## src/rtl/i2c_slave_buffer_loader_if.sv

```systemverilog
// Bus between the button/switch front end (master) and the buffer loader (slave):
// debounced request levels and switch nibble in, buffer write port and status out.
interface i2c_slave_buffer_loader_if #(
  parameter int unsigned NIB_W  = 4,
  parameter int unsigned ADDR_W = 5
);
  logic                 EA;
  logic                 EDM;
  logic                 EDL;
  logic                 CLR;
  logic [NIB_W-1:0]     data;
  logic [ADDR_W-1:0]    WADD;
  logic [2*NIB_W-1:0]   DIN;
  logic                 W;
  logic                 BUSY;
  logic                 FULL;

  modport master (
    output EA, EDM, EDL, CLR, data,
    input  WADD, DIN, W, BUSY, FULL
  );

  modport slave (
    input  EA, EDM, EDL, CLR, data,
    output WADD, DIN, W, BUSY, FULL
  );
endinterface

```

## src/rtl/i2c_slave_buffer_loader.sv

```systemverilog
// Assembles MSB/LSB nibble entries into words and writes them sequentially into the
// I2C slave transmit buffer; also supports address homing and a full-buffer fill.
module i2c_slave_buffer_loader #(
  parameter int unsigned NIB_W  = 4,
  parameter int unsigned ADDR_W = 5,
  parameter int unsigned DEPTH  = 32,
  parameter bit          WRAP   = 1'b1,
  parameter int unsigned FILL   = 32'h20
) (
  input logic                      clk,
  input logic                      reset,
  i2c_slave_buffer_loader_if.slave bus_io
);

  localparam int unsigned       WordW    = 2 * NIB_W;
  localparam logic [WordW-1:0]  FillWord = WordW'(FILL);
  localparam logic [ADDR_W-1:0] LastAddr = ADDR_W'(DEPTH - 1);

  typedef enum logic [1:0] {StIdle, StWrite, StClear} state_e;

  state_e            state_q, state_d;
  // Request bit order: {CLR, EA, EDL, EDM}
  logic [3:0]        smp_q, smp_d, prev_q, prev_d, ev;
  logic              ev_clr, ev_ea, ev_edl, ev_edm;
  logic [NIB_W-1:0]  msb_q, msb_d;
  logic [ADDR_W-1:0] ptr_q, ptr_d;
  logic [ADDR_W-1:0] wadd_q, wadd_d;
  logic [WordW-1:0]  din_q, din_d;
  logic              w_q, w_d;
  logic              busy_q, busy_d;
  logic              full_q, full_d;

  assign ev     = smp_q & ~prev_q;
  assign ev_clr = ev[3];
  assign ev_ea  = ev[2];
  assign ev_edl = ev[1];
  assign ev_edm = ev[0];

  always_comb begin
    smp_d   = {bus_io.CLR, bus_io.EA, bus_io.EDL, bus_io.EDM};
    prev_d  = smp_q;
    state_d = state_q;
    msb_d   = msb_q;
    ptr_d   = ptr_q;
    wadd_d  = wadd_q;
    din_d   = din_q;
    w_d     = 1'b0;
    busy_d  = 1'b0;
    full_d  = full_q;

    unique case (state_q)
      StIdle: begin
        if (ev_clr) begin
          state_d = StClear;
          ptr_d   = '0;
          wadd_d  = '0;
          din_d   = FillWord;
          w_d     = 1'b1;
          busy_d  = 1'b1;
        end else if (ev_ea) begin
          ptr_d  = '0;
          full_d = 1'b0;
        end else if (ev_edl) begin
          // A saturated buffer swallows further writes until homed or cleared.
          if (!full_q) begin
            state_d = StWrite;
            wadd_d  = ptr_q;
            din_d   = {msb_q, bus_io.data};
            w_d     = 1'b1;
          end
        end else if (ev_edm) begin
          msb_d = bus_io.data;
        end
      end

      StWrite: begin
        state_d = StIdle;
        if (ptr_q != LastAddr) begin
          ptr_d = ptr_q + 1'b1;
        end else if (WRAP) begin
          ptr_d = '0;
        end else begin
          full_d = 1'b1;
        end
      end

      StClear: begin
        if (ptr_q == LastAddr) begin
          state_d = StIdle;
          ptr_d   = '0;
          wadd_d  = '0;
          full_d  = 1'b0;
        end else begin
          ptr_d  = ptr_q + 1'b1;
          wadd_d = ptr_q + 1'b1;
          w_d    = 1'b1;
          busy_d = 1'b1;
        end
      end

      default: state_d = StIdle;
    endcase
  end

  // Edge regs reset high so a level held through reset produces no event.
  always_ff @(posedge clk or negedge reset) begin
    if (!reset) begin
      state_q <= StIdle;
      smp_q   <= '1;
      prev_q  <= '1;
      msb_q   <= '0;
      ptr_q   <= '0;
      wadd_q  <= '0;
      din_q   <= '0;
      w_q     <= 1'b0;
      busy_q  <= 1'b0;
      full_q  <= 1'b0;
    end else begin
      state_q <= state_d;
      smp_q   <= smp_d;
      prev_q  <= prev_d;
      msb_q   <= msb_d;
      ptr_q   <= ptr_d;
      wadd_q  <= wadd_d;
      din_q   <= din_d;
      w_q     <= w_d;
      busy_q  <= busy_d;
      full_q  <= full_d;
    end
  end

  assign bus_io.WADD = wadd_q;
  assign bus_io.DIN  = din_q;
  assign bus_io.W    = w_q;
  assign bus_io.BUSY = busy_q;
  assign bus_io.FULL = full_q;

endmodule

```

## src/flat_wrapper.sv

```systemverilog
// flat-port wrapper written by rule: the top's interface ports become plain ports
module i2c_slave_buffer_loader_flat 
#(
  parameter int unsigned NIB_W  = 4,
  parameter int unsigned ADDR_W = 5,
  parameter int unsigned DEPTH  = 32,
  parameter bit          WRAP   = 1'b1,
  parameter int unsigned FILL   = 32'h20
)
  (clk, reset, bus_io_EA, bus_io_EDM, bus_io_EDL, bus_io_CLR, bus_io_data, bus_io_WADD, bus_io_DIN, bus_io_W, bus_io_BUSY, bus_io_FULL);
  i2c_slave_buffer_loader_if #(.NIB_W(NIB_W), .ADDR_W(ADDR_W)) bus_io_i ();
  input logic clk;
  input logic reset;
  input wire logic [$bits(bus_io_i.EA)-1:0] bus_io_EA;
  input wire logic [$bits(bus_io_i.EDM)-1:0] bus_io_EDM;
  input wire logic [$bits(bus_io_i.EDL)-1:0] bus_io_EDL;
  input wire logic [$bits(bus_io_i.CLR)-1:0] bus_io_CLR;
  input wire logic [$bits(bus_io_i.data)-1:0] bus_io_data;
  output wire logic [$bits(bus_io_i.WADD)-1:0] bus_io_WADD;
  output wire logic [$bits(bus_io_i.DIN)-1:0] bus_io_DIN;
  output wire logic [$bits(bus_io_i.W)-1:0] bus_io_W;
  output wire logic [$bits(bus_io_i.BUSY)-1:0] bus_io_BUSY;
  output wire logic [$bits(bus_io_i.FULL)-1:0] bus_io_FULL;
  assign bus_io_i.EA = bus_io_EA;
  assign bus_io_i.EDM = bus_io_EDM;
  assign bus_io_i.EDL = bus_io_EDL;
  assign bus_io_i.CLR = bus_io_CLR;
  assign bus_io_i.data = bus_io_data;
  assign bus_io_WADD = bus_io_i.WADD;
  assign bus_io_DIN = bus_io_i.DIN;
  assign bus_io_W = bus_io_i.W;
  assign bus_io_BUSY = bus_io_i.BUSY;
  assign bus_io_FULL = bus_io_i.FULL;
  i2c_slave_buffer_loader #(.NIB_W(NIB_W), .ADDR_W(ADDR_W), .DEPTH(DEPTH), .WRAP(WRAP), .FILL(FILL)) u_core (.clk(clk), .reset(reset), .bus_io(bus_io_i));
endmodule
```

## config.mk

```make
export PLATFORM = sky130hd
export DESIGN_NAME = i2c_slave_buffer_loader_flat
export DESIGN_NICKNAME = d
export VERILOG_FILES = /design/src/rtl/i2c_slave_buffer_loader_if.sv /design/src/rtl/i2c_slave_buffer_loader.sv /design/src/flat_wrapper.sv
export SDC_FILE = /design/constraint.sdc
export NUM_CORES = 1
export LEC_CHECK = 0
export CORE_MARGIN = 5
export CORE_UTILIZATION = 46
export DETAILED_ROUTE_END_ITERATION = 7
export PLACE_DENSITY_LB_ADDON = 0.1
export SYNTH_ARGS = -nofsm -noshare
export SYNTH_HDL_FRONTEND = slang
export SYNTH_SLANG_ARGS = --single-unit
```

## constraint.sdc

```tcl
create_clock -name clk -period 1.69 [get_ports clk]
set_input_delay 0.2535 -clock clk [delete_from_list [all_inputs] [get_ports clk]]
set_output_delay 0.2535 -clock clk [all_outputs]
set_load 0.02 [all_outputs]
```

==> Yosys cells after proc, flatten, opt, wreduce, memory -nomap -nowiden <==
Cells that the tools add are included.
W data, S select, Z words.
{ "word_totals": {"input_bits": 10, "ff_bits": 35, "out_inout_bits": 16, "wordCells": 71} }
{ "classes": {"n_bitwise": 5, "mux": 32, "n_addsub": 1, "eq_ne": 13, "n_reduce_logical": 10} }
{ "ops": {"columns": ["cell", "count"], "rows": [
  ["$mux W5", 8],
  ["$mux W8", 4],
  ["$reduce_and A4 Y1", 4],
  ["$pmux W5 S3", 1],
  ["$mux W2", 5],
  ["$pmux W5 S2", 1],
  ["$mux W1", 9],
  ["$ne A2 B1 Y1 const B", 4],
  ["$ne A3 B1 Y1 const B", 2],
  ["$ne A3 B2 Y1 const B", 2],
  ["$pmux W1 S2", 3],
  ["$add A5 B1 Y5 const B", 1],
  ["$eq A5 B5 Y1 const B", 1],
  ["$ne A5 B5 Y1 const B", 1],
  ["$reduce_and A5 Y1", 1],
  ["$and A4 B4 Y4", 1],
  ["$not A4 Y4", 1],
  ["$pmux W2 S2", 1],
  ["$reduce_bool A2 Y1", 2],
  ["$not A1 Y1", 3],
  ["$reduce_bool A3 Y1", 1],
  ["$eq A2 B1 Y1 const B", 1],
  ["$eq A2 B2 Y1 const B", 1],
  ["$logic_not A2 Y1", 1],
  ["other kinds (2)", 2]
]} }

==> Logic depth before layout (Yosys ltp) <==
{ "logic_depth": {"depth_word": 6, "mapped_depth": 8, "mapped_depth_nobuf": 7} }

==> Worst setup path before layout <==
OpenSTA, ideal clock, no wires.
{ "synth_path": {"path_kind": "register to register", "startpoint": "register u_core.ptr_q[0]", "endpoint": "register u_core.wadd_q[2], in the netlist u_core.bus_io.WADD[2]", "n_path_buf": 1, "required_ps": 1625, "period_less_slack_ps": 1730, "path_slack_ps": -40, "stages_incl_launch_ff": 9, "setup_ps": 65, "arrival_time_ps": 1665, "path_cell_list": "dfrtp_1 ha_1 and3_1 ha_1 nand2b_1 buf_2 o22ai_1 o2bb2ai_1 mux2_2"} }
{ "synth_between": {"elab_chain_cells": 3, "word_cells_on_any_way": 4, "cone_classes": "add/sub: 1; eq/ne: 1; mux: 2"} }
{ "synth_lines": {"columns": ["element", "line_no", "text"], "rows": [
  ["start: declaration", "i2c_slave_buffer_loader.sv:26", "logic [ADDR_W-1:0] ptr_q, ptr_d;"],
  ["start signal: assignment", "i2c_slave_buffer_loader.sv:123", "ptr_q <= ptr_d;"],
  ["$add A5 B1 Y5 / $eq A5 B5 Y1 (equally long branches)", "i2c_slave_buffer_loader.sv:95, i2c_slave_buffer_loader.sv:88", null],
  ["$mux W5 *", "i2c_slave_buffer_loader.sv:88", "if (ptr_q == LastAddr) begin"],
  ["$pmux W5 S2 *", "i2c_slave_buffer_loader.sv:51", "unique case (state_q)"],
  ["end signal: assignment", "i2c_slave_buffer_loader.sv:124", "wadd_q <= wadd_d;"],
  ["end: declaration", "i2c_slave_buffer_loader.sv:27", "logic [ADDR_W-1:0] wadd_q, wadd_d;"]
]} }
Mark *: on every way between the ends. The rest lies on a longest branch, timed or not.
A chain may end at the register's enable or synchronous reset.

==> Worst setup path in the final report <==
{ "layout_path": {"startpoint": "register u_core.prev_q[3]", "endpoint": "register u_core.msb_q[2]"} }
{ "layout_between": {"elab_chain_cells": 4} }
{ "layout_lines": {"columns": ["element", "line_no", "text"], "rows": [
  ["start: declaration", "i2c_slave_buffer_loader.sv:23", "logic [3:0] smp_q, smp_d, prev_q, prev_d, ev;"],
  ["start signal: assignment", "i2c_slave_buffer_loader.sv:121", "prev_q <= prev_d;"],
  ["$not A4 Y4", "i2c_slave_buffer_loader.sv:33", "assign ev = smp_q & ~prev_q;"],
  ["$and A4 B4 Y4", "i2c_slave_buffer_loader.sv:33", null],
  ["$not A1 Y1 (no line)", null, null],
  ["$reduce_and A5 Y1 (no line)", null, null],
  ["end signal: assignment", "i2c_slave_buffer_loader.sv:122", "msb_q <= msb_d;"],
  ["end: declaration", "i2c_slave_buffer_loader.sv:25", "logic [NIB_W-1:0] msb_q, msb_d;"]
]} }
Every way passes these cells.

==> out/metrics.cfg <==
[grt]
grt.overflow.total = 0
grtUsageMet2_pct = 22.84
antenna_found_initial = 0
grt_max_degree = 35
busiest_layer = met2
grt_pass1_vias = 1071
grtUsageTotal_pct = 14.20
use_met1_pct = 16.60
grt_pass1_wl_um = 4726
grt_util_met3_pct = 4.825

[worst_setup_path]
critical_path_required_ps = 1920
worstPathCellList = nand2b_4, nand3_4, nor4b_4, buf_4, mux2_2
crit_fanout = 5
cpPeakStageDelay_ps = 530
r2r_slack_ps = 60
critPathArrivalTime_ps = 1860
rr_worst_depth = 5
setup.worst_path.start = u_core.prev_q[3]
r2r-end = u_core.msb_q[2]
cp_num_buf_inv = 1
startpoint_type = flip-flop
r2r_start = u_core.prev_q[3]
cp_slowest_cell = dfstp_2
cpLargestDelayFamily = flip-flops
endpoint_kind = flip-flop
worstSetupPathType = reg -> reg

[route]
antenna_left = 0
route.detailed.wl_per_inst_um = 13.49
viasPerCell = 5.098
vias = 1040
drt_iter0_drc = 50
drc = 0
firstDrtPassIters = 4
routed_wirelength_um = 2752

[power_and_ir_drop]
p_switching_mw = 1.050
ir_drop_v = 0.0007594
intPower_mw = 1.971
seqPwrFrac_pct = 38.0
pwr-share-clk_pct = 14.9
leakagePower_nw = 0.8927
swShare_pct = 34.75
power_density_nw_per_um2 = 1490
power.total_mw = 3.021
p_comb_share_pct = 47.2

[clock_network]
numCtsBuffers = 5
postCtsHoldBufs = 0
cts.path.max_buffers = 2
htree_levels = 2
cts.clk_slew.worst_paths_ps = 100
cts-root-buf = clkbuf_4
cts_tree = built
clk_latency_ps = 330
cts.sinks = 34

[final_layout]
seqCellArea_sq_um = 860.8
layout-drive-gt1-share_pct = 36.08
multiInputGateArea_sq_um = 660.6
area_growth_pct = 33.00
fill_cells = 275
insertedDiodeCount = 0
fin_util_pct = 61.71
nNetsFinal = 173

[logic_synthesis]
netlist_top_cells_area = dfrtp_1 43%, dfstp_2 14%, mux2_2 6.7%, ha_1 4.9%, a22o_1 4.0%
ys_types = 36
yosysTopAreaCell = dfrtp_1
ys.flop_type = dfrtp_1
yosysWarnings = 0
yosys-top-cells-count = 26 x dfrtp_1, 9 x mux2_2, 8 x dfstp_2, 8 x inv_1, 7 x a22o_1
synth.net_count = 134
synth-seq-cells = 34
syn-cell-area_sq_um = 1524
synth-edff-count = 0
yosysMostFrequentCell = dfrtp_1
synth_top_area_share_pct = 42.69
syn_area_per_cell_sq_um = 12.91
async_flop_share_pct = 100.0
ys_seq_area_share_pct = 56.49
synth_cells = 118

[min_path]
hold_path_class = in -> async

[floorplanning]
die_w_um = 67.56
core_area_sq_um = 3284
rows = 21
io_pins = 26
die_area_sq_um = 4564
start_util_pct = 46.40
die_y_um = 67.56

[sta]
finalCritPeriodShare_pct = 96.68
fin_skew_ps = 7.776
hold_viol = 0
setup_viol = 0
period_needed_ps = 1634
drv_slew = 0
fmax_ghz = 0.6120

[placed_design]
dpl.hpwl_um = 1984
port_buffers = 24
gp_congestion = 0.8175

[run]
max_cap_viol_count = 0

[outcome]
status = finished clean

how the worst max path moves through the flow:
stage,slack [ps],depth (start not counted),to
global route,-2,7,u_core.bus_io.WADD[2]
CTS,1,5,u_core.msb_q[3]
finish,60,5,u_core.msb_q[2]
global placement,70,5,u_core.msb_q[3]
floorplan,20,8,u_core.bus_io.WADD[2]
detailed placement,20,5,u_core.msb_q[3]
final cells by class:
| cell class | instances | area share [%] |
|---|---|---|
| well taps | 46 | 2.840 |
| repair buffers | 38 | 17.65 |
| clock buffers | 7 | 2.716 |
| inverters | 8 | 1.481 |
| multi-input cells | 70 | 32.59 |
| flip-flops and latches | 34 | 42.47 |
| clock inverters | 1 | 0.2469 |
metal layers:
metal / up-vias / wire length, um
met4: 0 / 64
li1: 498 / -
met2: 23 / 1378
met1: 513 / 1159
met3: 6 / 148
met5: - / 0
layout by cell type, fill, tap and decap left out, types with 2 or more instances in the layout:
master and n:
clkdlybuf4s50_1 24, buf_4 13, o22ai_2 2, clkbuf_4 5, ha_2 2, dfstp_2 8
nand2b_1 2, inv_1 6, mux2_4 2, nand2b_4 3, nand2_1 5, ha_1 2
a21oi_1 2, o31ai_1 3, inv_2 2, mux2_2 7, nand3_1 3, o21ai_0 6
dfrtp_1 26, a22o_1 7, ha_4 2
state kept, by name, summed over array words and instances, names as in the netlist:
| signal | cells |
|---|---|
| u_core.bus_io.BUSY | 1 |
| u_core.prev_q | 4 |
| u_core.bus_io.W | 1 |
| u_core.msb_q | 4 |
| u_core.ptr_q | 5 |
| u_core.state_q | 2 |
| u_core.prev_d | 4 |
| u_core.bus_io.WADD | 5 |
| u_core.bus_io.DIN | 8 |
cell families (layout without fill, tap and decap cells):
family | Yosys count | in the layout | synth area share, %
muxes | 10 | 10 | 7.307
other | 1 | 1 | 0.2461
xor gates and xnor gates | 1 | 1 | 0.5748
AOI/OAI and AO/OA | 30 | 30 | 15.03
DFF | 34 | 34 | 56.49
and+or+nand+nor | 22 | 22 | 11.17
adders and majority gates | 6 | 6 | 4.926
buffers and inverters | 14 | 54 | 4.269
power groups by stage:
| stage | clock (mW) | sequential [mW] | combinational, mW |
|---|---|---|---|
| 6_report | 0.450 | 1.15 | 1.42 |
| 5_1_grt | 0.509 | 1.17 | 1.56 |
| 4_1_cts | 0.476 | 1.15 | 1.31 |
| 3_5_place_dp | 0 | 1.16 | 1.30 |
| 3_3_place_gp | 0 | 1.15 | 1.29 |
| 2_1_floorplan | 0 | 1.30 | 0.661 |
what timing repair did:
action                                 4_1_cts  5_1_grt
endpoints found under the hold margin        0        0
setup endpoints to repair                    0       13
setup buffers                                0        6
gates resized for setup                      0        9
stage by stage:
step                      instances  setup slack [ps]  TNS [ps]  instance area [sq um]  hold WS (ps)
after floorplan                 118             16.47         0                   1558        -42.09
after global routing            204            -2.393    -2.393                   2027         282.3
after global placement          190             66.64         0                   1887         355.5
after detailed placement        190             16.27         0                   1887         356.0
after CTS                       198             1.184         0                   1947         273.6
final                           204             56.02         0                   2027         277.2
No activity file was read; power rests on OpenSTA's default activity.
